===== src/rtl/params_pkg.sv =====
// Project-wide architectural parameters shared by the EX-path units.
package params_pkg;
    parameter int REGISTER_WIDTH = 5;
endpackage


===== src/rtl/mul_pipeline.sv =====
// Fixed four-stage RV32M multiplier (MUL/MULH/MULHSU/MULHU). It publishes per-stage
// occupancy so decode can detect RAW and writeback-port hazards.
module mul_pipeline #(
    parameter int DATA_WIDTH     = 32,
    parameter int REGISTER_WIDTH = params_pkg::REGISTER_WIDTH
) (
    input  logic                      clk_i,
    input  logic                      rst_ni,
    input  logic                      issue_valid_i,
    input  logic [2:0]                issue_funct3_i,
    input  logic [DATA_WIDTH-1:0]     issue_rs1_data_i,
    input  logic [DATA_WIDTH-1:0]     issue_rs2_data_i,
    input  logic [REGISTER_WIDTH-1:0] issue_wr_reg_i,
    input  logic                      stall_i,
    input  logic                      flush_i,
    output logic                      ex1_valid_o,
    output logic                      ex2_valid_o,
    output logic                      ex3_valid_o,
    output logic                      ex4_valid_o,
    output logic [REGISTER_WIDTH-1:0] ex1_wr_reg_o,
    output logic [REGISTER_WIDTH-1:0] ex2_wr_reg_o,
    output logic [REGISTER_WIDTH-1:0] ex3_wr_reg_o,
    output logic [REGISTER_WIDTH-1:0] ex4_wr_reg_o,
    output logic                      wb_is_next_cycle_o,
    output logic                      wb_valid_o,
    output logic [REGISTER_WIDTH-1:0] wb_wr_reg_o,
    output logic [DATA_WIDTH-1:0]     wb_data_o
);
    localparam int OW = DATA_WIDTH + 1;
    localparam int PW = 2 * DATA_WIDTH;

    logic [3:0]                valid_q;
    logic [3:0]                hi_q;
    logic [REGISTER_WIDTH-1:0] rd_q [4];
    logic [OW-1:0]             a_q;
    logic [OW-1:0]             b_q;
    logic [PW-1:0]             p2_q;
    logic [PW-1:0]             p3_q;
    logic [PW-1:0]             p4_q;

    logic                      a_signed;
    logic                      b_signed;
    logic                      sel_hi;
    logic [OW-1:0]             a_ext;
    logic [OW-1:0]             b_ext;
    logic [PW-1:0]             a_wide;
    logic [PW-1:0]             b_wide;
    logic [PW-1:0]             product;

    // funct3 1xx decodes as plain MUL: unsigned operands, low half selected.
    always_comb begin
        a_signed = (issue_funct3_i == 3'b001) || (issue_funct3_i == 3'b010);
        b_signed = (issue_funct3_i == 3'b001);
        sel_hi   = !issue_funct3_i[2] && (issue_funct3_i[1:0] != 2'b00);
        a_ext    = {a_signed & issue_rs1_data_i[DATA_WIDTH-1], issue_rs1_data_i};
        b_ext    = {b_signed & issue_rs2_data_i[DATA_WIDTH-1], issue_rs2_data_i};
    end

    // Only the low 2*DATA_WIDTH bits of the extended product are ever selected.
    always_comb begin
        a_wide  = {{(DATA_WIDTH-1){a_q[OW-1]}}, a_q};
        b_wide  = {{(DATA_WIDTH-1){b_q[OW-1]}}, b_q};
        product = a_wide * b_wide;
    end

    always_ff @(posedge clk_i or negedge rst_ni) begin
        if (!rst_ni) begin
            valid_q <= '0;
            hi_q    <= '0;
            for (int i = 0; i < 4; i++) rd_q[i] <= '0;
            a_q     <= '0;
            b_q     <= '0;
            p2_q    <= '0;
            p3_q    <= '0;
            p4_q    <= '0;
        end else if (flush_i) begin
            valid_q <= '0;
        end else if (!stall_i) begin
            valid_q <= {valid_q[2:0], issue_valid_i && (issue_wr_reg_i != '0)};
            hi_q    <= {hi_q[2:0], sel_hi};
            rd_q[0] <= issue_wr_reg_i;
            rd_q[1] <= rd_q[0];
            rd_q[2] <= rd_q[1];
            rd_q[3] <= rd_q[2];
            a_q     <= a_ext;
            b_q     <= b_ext;
            p2_q    <= product;
            p3_q    <= p2_q;
            p4_q    <= p3_q;
        end
    end

    assign ex1_valid_o        = valid_q[0];
    assign ex2_valid_o        = valid_q[1];
    assign ex3_valid_o        = valid_q[2];
    assign ex4_valid_o        = valid_q[3];
    assign ex1_wr_reg_o       = rd_q[0];
    assign ex2_wr_reg_o       = rd_q[1];
    assign ex3_wr_reg_o       = rd_q[2];
    assign ex4_wr_reg_o       = rd_q[3];
    assign wb_is_next_cycle_o = valid_q[2] && !stall_i;
    assign wb_valid_o         = valid_q[3] && !stall_i;
    assign wb_wr_reg_o        = rd_q[3];
    assign wb_data_o          = hi_q[3] ? p4_q[PW-1:DATA_WIDTH] : p4_q[DATA_WIDTH-1:0];

    // Decode must never issue while stalled, and only funct3 0xx is legal.
    issue_during_stall: assert property (@(posedge clk_i) disable iff (!rst_ni)
        !(issue_valid_i && stall_i));
    illegal_funct3: assert property (@(posedge clk_i) disable iff (!rst_ni)
        issue_valid_i |-> !issue_funct3_i[2]);
endmodule

===== config.mk =====
export PLATFORM = sky130hd
export DESIGN_NAME = mul_pipeline
export DESIGN_NICKNAME = d
export VERILOG_FILES = /design/src/rtl/params_pkg.sv /design/src/rtl/mul_pipeline.sv
export SDC_FILE = /design/constraint.sdc
export NUM_CORES = 2
export LEC_CHECK = 0
export ABC_CLOCK_PERIOD_IN_PS = 10800
export BUFFER_PORTS_ARGS = -buffer_cell sky130_fd_sc_hd__clkbuf_2
export CAP_MARGIN = 40
export CORE_ASPECT_RATIO = 0.5
export CORE_UTILIZATION = 50
export CTS_BUF_LIST = sky130_fd_sc_hd__clkbuf_2
export DETAILED_ROUTE_END_ITERATION = 10
export HOLD_SLACK_MARGIN = 0.05
export PLACE_DENSITY_LB_ADDON = 0.08
export SETUP_SLACK_MARGIN = 0.2
export SLEW_MARGIN = 20
export SYNTH_ARGS = -nofsm -noshare
export SYNTH_HDL_FRONTEND = slang
export SYNTH_SLANG_ARGS = --single-unit
export TNS_END_PERCENT = 30

===== constraint.sdc =====
create_clock -name clk_i -period 10.8 [get_ports clk_i]
set_clock_uncertainty 0.1 [all_clocks]
set_input_delay 2.16 -clock clk_i [delete_from_list [all_inputs] [get_ports clk_i]]
set_output_delay 2.16 -clock clk_i [all_outputs]
set_load 0.1 [all_outputs]

==> out/qor.yml <==
status: "completed"
finalSetupViolations: 0
drtIter0Drc: 2112
holdCritPathClass: "register to register"
place_ws_ns: 1.81
ff2ff_path_depth: 24
rows: 81
yosys.area.top_type: "fa_1"
gp_congestion: 0.908
timing.final.crit_share_pct: 84.9
final_cells: 6775
clk_pin_slew_ns: 0.12
start_kind: "register"
worst_slack_ns: 1.63
coreArea_um2: 97900
die-area_um2: 100000
antenna_found_initial: 6
num-fill-cells: 9229
cts_made_buffers: 78
yosysMostFrequentCell: "nand2_1"
whs_ns: 0.270
met2_usage_pct: 45.0
routedWlPerCell_um: 20.6
ctsHoldBuffers: 0
ctsResizeCount: 0
crit_end: "p2_q[58]"
cts_max_level: 3
drt-total-wl_um: 140000
postSynthCellCount: 5392
grt_pass1_wl_um: 222000
die_height_um: 224
dp_cells: 6643
cts.sinks: 286
synth_warnings: 0
r2r_end: "p2_q[58]"
cts_tree: "done"
syn-num-nets: 6806
synth.avg_cell_area_um2: 9.18
fmax_mhz: 109
vias: 35400
r2r_start: "b_q[3]"
clock_latency_ns: 1.25
drive_gt1_share_pct: 7.50
start_util_pct: 50.6
die_w_um: 447
drcViolationCount: 0
fin_nets: 6815
tightest_slew_ns: 1.07
drt_pass1_iterations: 6
r2r_slack_ns: 1.63
end_kind: "register"
grt_pass1_vias: 38500
ios: 140
grt_max_degree: 142
rsz0062_at_grt: "false"
yosysSeqAreaShare_pct: 14.5
syn_area_um2: 49500
port-buffer-count: 139
netlist_top_cells_count: "1289 x nand2_1, 1125 x fa_1, 1091 x inv_1"
ys_types: 71
postSynth.asyncResetShare_pct: 100
final.setup.tns_ns: 0
yosys_register_bits: 286
grt_usage_pct: 29.3
met1_usage_pct: 42.0
cp_max_fo: 20
busiest_layer: "met2"
ys.flop_type: "dfrtp_1"
hold_viol: 0
postCtsSetupBuffers: 0
drv_cap: 0
finalMaxSlewViolations: 0
arrival_ns: 10.07
post-route-min-period_ns: 9.17
vias_per_cell: 5.22
gr-usage-met3_pct: 6.79
crit_required_ns: 11.70
worstSetupPathType: "register to register"
synth_area_leaders: "fa_1 46%, dfrtp_1 14%, nand2_1 9.8%"
dp_hpwl_um: 112000
gr-total-overflow: 0
startpoint: "b_q[3]"
ant_nets: 0
cts_buffer_depth: 3
cts_root_buf: "clkbuf_2"
slew_headroom_pct: 28.6
synth_top_area_share_pct: 45.5
synth-edff-count: 0
area_delta_synth_final_pct: 5.71
## worst max-delay path, cell delays in order (launching register included)
cell      delay, ns
dfrtp_1        0.71
buf_4          0.38
nand2_1        0.15
inv_1          0.14
fa_1           0.45
fa_1           0.51
fa_1           0.51
buf_4          0.21
inv_1          0.13
fa_1           0.97
fa_1           0.55
fa_1           0.59
fa_1           0.43
fa_1           0.49
inv_1          0.05
ha_1           0.45
nand4_1        0.16
nor4_1         0.27
nand3_1        0.16
or3b_1         0.37
a21oi_1        0.28
o31ai_2        0.14
a21oi_1        0.25
a311oi_1       0.14
o41ai_1        0.30
## layout by cell type (no fill, tap or decap), types with 12 or more instances in the layout
cell type / synthesis / routed
nor2_1: 39 / 38
nand3_1: 27 / 27
buf_4: 8 / 81
nor3_1: 14 / 14
mux2_2: 33 / 33
a21oi_1: 69 / 69
o21ai_0: 71 / 71
nor2b_1: 29 / 29
inv_1: 1091 / 1091
a21o_1: 19 / 19
and2_1: 544 / 544
xor2_1: 28 / 28
ha_1: 212 / 212
dfrtp_1: 286 / 275
a211oi_1: 14 / 14
o21ai_1: 15 / 15
nand2b_1: 12 / 12
fa_1: 1125 / 1125
nand2_1: 1289 / 1289
nand4_1: 13 / 13
xnor2_1: 43 / 43
clkbuf_2: 0 / 233
## cell type report
cell class / instances / area, um2 / area share [%]
antenna: 6 / 15.0 / 0.0287
clock buffer: 95 / 475 / 0.909
clock inverter: 25 / 166 / 0.318
inverter: 1091 / 4100 / 7.83
multi-input combinational: 3707 / 37100 / 70.8
sequential: 286 / 7170 / 13.7
tap: 1328 / 1660 / 3.18
timing repair buffer: 237 / 1680 / 3.20
## routing by layer
metal / vias to the layer above / part of all wire (%)
li1: 15600 / -
met1: 18500 / 45
met2: 1031 / 45
met3: 193 / 7.3
met4: 0 / 2.4
met5: - / 0
## cell families after synthesis
kind of cell	after synthesis	synth area share, %
xor+xnor	71	1.26
buf+inv	1399	10.7
simple gates	2003	18.6
compound gates	261	3.34
fa+ha+maj	1337	50.9
flops	286	14.5
mux	35	0.791
## worst min path at each step
stage | from | to | slack (ns) | cells after the start
final | p2_q[30] | p3_q[30] | 0.27 | 2
after floorplan | p2_q[47] | p3_q[47] | 0.33 | 2
after CTS | p2_q[33] | p3_q[33] | 0.25 | 2
after global placement | p3_q[13] | p4_q[13] | 0.35 | 2
after detailed placement | p2_q[7] | p3_q[7] | 0.35 | 2
after global routing | p3_q[42] | p4_q[42] | 0.29 | 2
## stage by stage
| step | utilization (%) | instance area (um2) |
|---|---|---|
| CTS | 53.3 | 52200 |
| floorplan | - | 49500 |
| global placement | 52.4 | 51300 |
| finish | 53.4 | 52300 |
| global route | 53.4 | 52300 |
| detailed placement | 52.6 | 51500 |
## state kept, by name, summed over array words and instances (netlist names)
register and flops:
p2_q 64, ex4_wr_reg_o 5, ex1_wr_reg_o 5, ex3_wr_reg_o 5, valid_q 4, a_q 33
p4_q 64, b_q 33, hi_q 4, ex2_wr_reg_o 5, p3_q 64
Power is left out: the tool's default activity adds up to more than one toggle a clock period on the data nets, which glitch-free logic cannot reach.
